`src/rtl/pipe_sched.sv`:
```
// Stall/flush scheduler for the 5-stage pipeline.
// Covers load-use hazards, taken-branch kills and mult/div sequencing.
`timescale 1ns/1ps
module pipe_sched #(
  parameter int MUL_CYCLES = 4,
  parameter int DIV_CYCLES = 32,
  parameter int CNT_W      = 6
) (
  input  logic       clk,
  input  logic       rst_n,
  input  logic [4:0] rs_id,
  input  logic [4:0] rt_id,
  input  logic [4:0] write_reg_ex,
  input  logic       cu_mem_to_reg_ex,
  input  logic       branch_taken_id,
  input  logic       md_req_ex,
  input  logic       md_div_ex,
  output logic       stall_if,
  output logic       stall_id,
  output logic       stall_ex,
  output logic       flush_id,
  output logic       flush_ex,
  output logic       flush_mem,
  output logic       md_start,
  output logic       md_is_div,
  output logic       md_busy,
  output logic       hilo_we
);

  typedef enum logic [1:0] {
    IDLE = 2'd0,
    BUSY = 2'd1,
    DONE = 2'd2
  } md_state_t;

  localparam logic [CNT_W-1:0] MUL_N1 = CNT_W'(MUL_CYCLES - 1);
  localparam logic [CNT_W-1:0] DIV_N1 = CNT_W'(DIV_CYCLES - 1);
  localparam logic [CNT_W-1:0] ONE    = CNT_W'(1);

  md_state_t        state, state_nx;
  logic [CNT_W-1:0] cnt, cnt_nx;
  logic             div_nx;
  logic             start_c, busy_c, hilo_c;
  logic             lu;

  always_ff @(posedge clk or negedge rst_n) begin
    if (!rst_n) begin
      state     <= IDLE;
      cnt       <= '0;
      md_is_div <= 1'b0;
    end else begin
      state     <= state_nx;
      cnt       <= cnt_nx;
      md_is_div <= div_nx;
    end
  end

  // DONE ignores md_req_ex so the finishing op cannot restart itself
  always_comb begin
    state_nx = state;
    cnt_nx   = cnt;
    div_nx   = md_is_div;
    start_c  = 1'b0;
    busy_c   = 1'b0;
    hilo_c   = 1'b0;
    case (state)
      IDLE: begin
        if (md_req_ex) begin
          start_c  = 1'b1;
          busy_c   = 1'b1;
          state_nx = BUSY;
          div_nx   = md_div_ex;
          cnt_nx   = md_div_ex ? DIV_N1 : MUL_N1;
        end
      end
      BUSY: begin
        busy_c = 1'b1;
        cnt_nx = cnt - ONE;
        if (cnt == ONE) state_nx = DONE;
      end
      DONE: begin
        hilo_c   = 1'b1;
        state_nx = IDLE;
      end
      default: state_nx = IDLE;
    endcase
  end

  assign lu = cu_mem_to_reg_ex
            & (write_reg_ex != 5'd0)
            & ((write_reg_ex == rs_id)
             | (write_reg_ex == rt_id));

  always_comb begin
    stall_if  = 1'b0;
    stall_id  = 1'b0;
    stall_ex  = 1'b0;
    flush_id  = 1'b0;
    flush_ex  = 1'b0;
    flush_mem = 1'b0;
    md_start  = 1'b0;
    md_busy   = 1'b0;
    hilo_we   = 1'b0;
    // gate on rst_n so combinational paths are quiet during reset
    if (rst_n) begin
      md_start = start_c;
      md_busy  = busy_c;
      hilo_we  = hilo_c;
      if (busy_c) begin
        stall_if  = 1'b1;
        stall_id  = 1'b1;
        stall_ex  = 1'b1;
        flush_mem = 1'b1;
      end else if (lu) begin
        stall_if = 1'b1;
        stall_id = 1'b1;
        flush_ex = 1'b1;
      end else if (branch_taken_id) begin
        flush_id = 1'b1;
      end
    end
  end

endmodule
```
`config.mk`:
```
export PLATFORM = sky130hd
export DESIGN_NAME = pipe_sched
export DESIGN_NICKNAME = d
export VERILOG_FILES = /design/src/rtl/pipe_sched.sv
export SDC_FILE = /design/constraint.sdc
export NUM_CORES = 1
export LEC_CHECK = 0
export ABC_AREA = 1
export BUFFER_PORTS_ARGS = -buffer_cell sky130_fd_sc_hd__buf_2
export CORE_UTILIZATION = 47
export DETAILED_ROUTE_END_ITERATION = 12
export MAX_ROUTING_LAYER = met4
export PLACE_DENSITY = 0.83
export SYNTH_ARGS = -nofsm -noshare
export SYNTH_HDL_FRONTEND = slang
export SYNTH_SLANG_ARGS = --single-unit
```
`constraint.sdc`:
```
create_clock -name clk -period 1.5 [get_ports clk]
set_clock_uncertainty 0.1 [all_clocks]
set_input_delay 0.15 -clock clk [delete_from_list [all_inputs] [get_ports clk]]
set_output_delay 0.15 -clock clk [all_outputs]
set_load 0.01 [all_outputs]
```
# --- Word level (Yosys, flattened, before mapping) ---
# Cells that the tools add are included.
word_totals:
  register_bits: 9
  out_inout_bits: 10
  word_cells: 44
op_classes:
  n_addsub: 1
  n_eq_ne: 7
  n_mux: 24
  bitwise: 3
  reduce_logical: 6
ops:
  columns: ["op", "count"]
  rows:
  - ["two-way mux 1 bit", 17]
  - ["one-hot mux 6 bit (2 select lines)", 1]
  - ["== test 5 bit", 2]
  - ["== test 6 x 1 -> 1 bit (second input constant)", 1]
  - ["two-way mux 6 bit", 1]
  - ["AND reduction 2 bit", 3]
  - ["subtractor 6 x 1 -> 6 bit (second input constant)", 1]
  - ["two-way mux 5 bit", 1]
  - ["nonzero test 5 bit", 1]
  - ["two-way mux 2 bit", 2]
  - ["!= test 2 bit (second input constant)", 2]
  - ["one-hot mux 2 bit (2 select lines)", 1]
  - ["bitwise AND 1 bit", 2]
  - ["== test 2 x 1 -> 1 bit (second input constant)", 1]
  - ["== test 2 bit (second input constant)", 1]
  - ["logical NOT 2 bit", 1]
  - ["one-hot mux 1 bit (2 select lines)", 1]
  - ["nonzero test 2 bit", 1]
  - ["bitwise OR 1 bit", 1]

# --- Depth between registers and ports, before layout ---
depth:
  depth_word: 6
  mapped_depth: 9

# --- Worst setup path before layout ---
# No wires, ideal clock.
synth_timing:
  path_type: "register to output"
  startpoint: "register state[0]"
  endpoint: "output port stall_if"
  arrival_ns: 1.255
  t_required_ns: 1.250
  path_slack_ns: -0.005
  path_stages_with_launch: 7
  cell_sequence: "dfrtp_1 nor3_4 nor2_4 nor2_2 inv_1 nand2_1 buf_4"
synth_via:
  elab_chain_len: 4
  word_cells_on_any_way: 5
synth_lines:
  columns: ["item", "line", "source"]
  rows:
  - ["from (decl)", "40", "md_state_t state, state_nx;"]
  - ["from (signal assigned)", "52", "state <= state_nx;"]
  - ["== test 2 x 1 -> 1 bit / logical NOT 2 bit (equally long branches)", "66", "case (state)"]
  - ["one-hot mux 1 bit (2 select lines) (*)", "66", null]
  - ["two-way mux 1 bit (*) (2 in a row)", null, null]
  - ["to (decl)", "18", "output logic stall_if,"]
# Every way passes the cells marked *; elsewhere a longest branch is shown, timed or not.

# --- Final worst setup path ---
layout_timing:
  startpoint: "register state[1]"
  endpoint: "output port stall_if"
layout_via:
  elab_chain_len: 4
  word_cells_on_any_way: 5
layout_lines:
  columns: ["item", "line", "source"]
  rows:
  - ["== test 2 x 1 -> 1 bit / logical NOT 2 bit (equally long branches)", "66", null]
  - ["one-hot mux 1 bit (2 select lines) (*)", "66", null]
  - ["two-way mux 1 bit (*)", "109", "if (busy_c) begin"]
  - ["two-way mux 1 bit (*)", "105", "if (rst_n) begin"]
# Marks and branches as above.

==> metrics.txt <==
run status finished with violations; failing checks setup timing; area of the mapped netlist 768.2 um2; WL/cell 10.73 um; post-synthesis average cell area 6.680 um2; sequential area share after synthesis 29.32%; Final Worst Setup Slack -115.7 ps; Worst-path clk slew 60 ps; Syn Inst Count 115; Max clock buf depth 2; switching portion of total power 43.85%; largest family of logic cells by synthesized area simple AND/OR/NAND/NOR gates; xor/xnor share of the synthesized area 4.560%; routed via count 861; Global Route Usage Sum 23.92%; WHS Endpoint md_is_div$_DFFE_PN0P_; Final Max Slew Viols 0; Min Hold Slack 58.37 ps; crit path DAT 1370 ps; CP Capture Type output pin; worst skew pair latency 270 ps; Tightest Hold Check Type input pin to flop; period utilization 107.7%; RSZ-0062 raised after global routing yes; max cap viols 0; P_leak 0.6284 nW; Remaining Overflow, GRT 0; placed insts 159; FF-to-FF setup slack 150 ps; R2R depth 5; diode count 0; die extent in y 42.43 um; drt total wl 1856 um; ANT nets after route 0; Crit Path Class flop to output pin; main area contributors after synthesis dfrtp_1 29%, nand2_1 18%, inv_1 9.8%, nor2_1 5.9%, xnor2_1 4.6%; min-delay src md_div_ex; Slew HR 85.68%; Slew @ Worst Pin 214.0 ps; P_sw 0.0006945 W; Hold Crit Depth 3; Yosys warning total 0; initial antenna violation count 0; Pre-antenna DRT Iters 4; dominant cell type by area after synthesis dfrtp_1; prevailing post-synth register cell dfrtp_1; Die W 42.43 um; DP HPWL 1367 um; global-route wire length before repair 3118 um; core box area 1524 um2; number of library cell types mapped by synthesis 22; CTS Buf Count 3; Mapped Nets 138; Synth-to-Final Area Change 39.25%; Starting DRT DRC Count 10; Synth top area share 29.32%; largest net degree at the start of global routing 8; # setup viols final 9; PD cells 1480 nW/um2; Crit Path Max Fanout 4; Req. time, crit path 1250 ps; Cell Rows 14; PortBufs 30; simple-gate portion of the synthesized area 39.41%; final non-filler cell total 173; minimum clock period 1616 ps; Synth async-reset ratio 100.0%; combinational share of power 58.1%; compound-cell area share of the yosys netlist 8.632%; die area 1800 um2; TritonCTS clock tree yes; detailed-route DRC error count 0; sequential share of power 30.1%; adder-cell share of the synthesized area 3.257%; post-synthesis register bit count 9; Highest Clock Rate 618.9 MHz; R2R Path End cnt[4]$_DFFE_PN0P_; Final Hold Fails 0; number of global-route vias before repair 805; mux cell area share after synthesis 0%; layout cell share with drive strength beyond 1 36.94%; H-tree Lvls 1; Clk network pwr share 11.8%; gpl congestion 0.8794; Pint 0.0008892 W; vias per inst 4.977; R2R Path Start state[1]$_DFFE_PN0P_; Top Ports 31; number of synthesized flops with an enable pin 0; Initial Util 50.41%; Clock Sinks 9; Max VDD drop 0.9305 mV; final net count 181; root buffer selected by CTS clkbuf_4; crit path launch type flop
==> power groups by stage <==
stage          Clock (W)  Combinational (W)  Sequential (W)
6_report        0.000187           0.000920        0.000476
5_1_grt         0.000210            0.00102        0.000488
4_1_cts         0.000194           0.000874        0.000473
3_5_place_dp           0           0.000761        0.000477
3_3_place_gp           0           0.000749        0.000471
2_1_floorplan          0           0.000595        0.000461
==> through the flow <==
stage | TNS, ps | setup slack, ps | instance area, um2 | total power, W | util (%)
CTS | -763.5 | -141.6 | 1035 | 0.001542 | 67.90
finish | -864.1 | -115.7 | 1070 | 0.001584 | 70.20
floorplan | 0 | 50.24 | 773.2 | 0.001056 | -
detailed placement | 0 | 58.43 | 928.4 | 0.001239 | 60.92
global route | -1654 | -224.3 | 1070 | 0.001715 | 70.20
global placement | 0 | 108.3 | 928.4 | 0.001220 | 60.92
==> state kept, by name, indices dropped and copies added, names as in the netlist <==
| register | flops |
|---|---|
| md_is_div | 1 |
| cnt | 6 |
| state | 2 |
==> critical path: stages (launching register included) <==
cell	delay (ps)
dfrtp_1	420
nor3_4	240
nor2_4	90
nor2_4	120
inv_2	50
nand2_2	70
buf_6	100
==> cells in the mapped netlist (2+ instances only) <==
cell      n
nand2_1  37
inv_1    20
nor2_1   12
dfrtp_1   9
nand3_1   5
o21ai_0   4
xnor2_1   4
a21oi_1   3
buf_4     3
a22oi_1   2
ha_1      2
inv_2     2
nand2_4   2
nor3_4    2
==> logic make-up (layout without fill, tap and decap cells) <==
kind of cell / after synthesis / count (layout)
xor+xnor: 4 / 4
fa+ha+maj: 2 / 2
flops: 9 / 9
simple gates: 63 / 63
buf+inv: 26 / 68
compound gates: 11 / 11
==> how the worst max path moves through the flow <==
stage / start / end / slack (ps)
after CTS: state[1]$_DFFE_PN0P_ / stall_if / -140
after detailed placement: state[0]$_DFFE_PN0P_ / stall_if / 60
after floorplan: state[0]$_DFFE_PN0P_ / stall_if / 50
final: state[1]$_DFFE_PN0P_ / stall_if / -120
after global placement: state[0]$_DFFE_PN0P_ / flush_id / 110
after global routing: state[1]$_DFFE_PN0P_ / flush_id / -220
==> what timing repair did <==
action                                  4_1_cts  5_1_grt
hold buffers                                  1        0
gates resized for setup                       3        7
setup buffers                                 8        3
pin swaps                                     5        3
endpoints found under the hold margin         9        0
endpoints found under the setup margin        8        9
==> routing by layer <==
metal  vias up  wire length, um  track usage (%)
li1        430                -                -
met1       395              722            24.59
met2        31              999            42.15
met3         5              105            6.466
met4         0               29            10.63
met5         -                0                -
==> placed cells by master, fill, tap and decap left out, types with 3 or more instances in the layout <==
cell      synthesis  layout
clkbuf_4          0       3
dfrtp_1           9       8
nor2_1           12      12
o21ai_0           4       4
buf_6             0       5
buf_4             3       8
buf_2             0      27
xnor2_1           4       4
a21oi_1           3       3
nand3_1           5       5
nand2_1          37      36
inv_1            20      19
==> cell type report <==
cell class / count / area [um2]
tap: 16 / 20.02
timing repair buffer: 41 / 261.5
clock buffer: 4 / 26.28
multi-input combinational: 80 / 441.7
fill: 114 / 454.2
inverter: 23 / 93.84
sequential: 9 / 226.5
No activity file was read; power rests on OpenSTA's default activity.
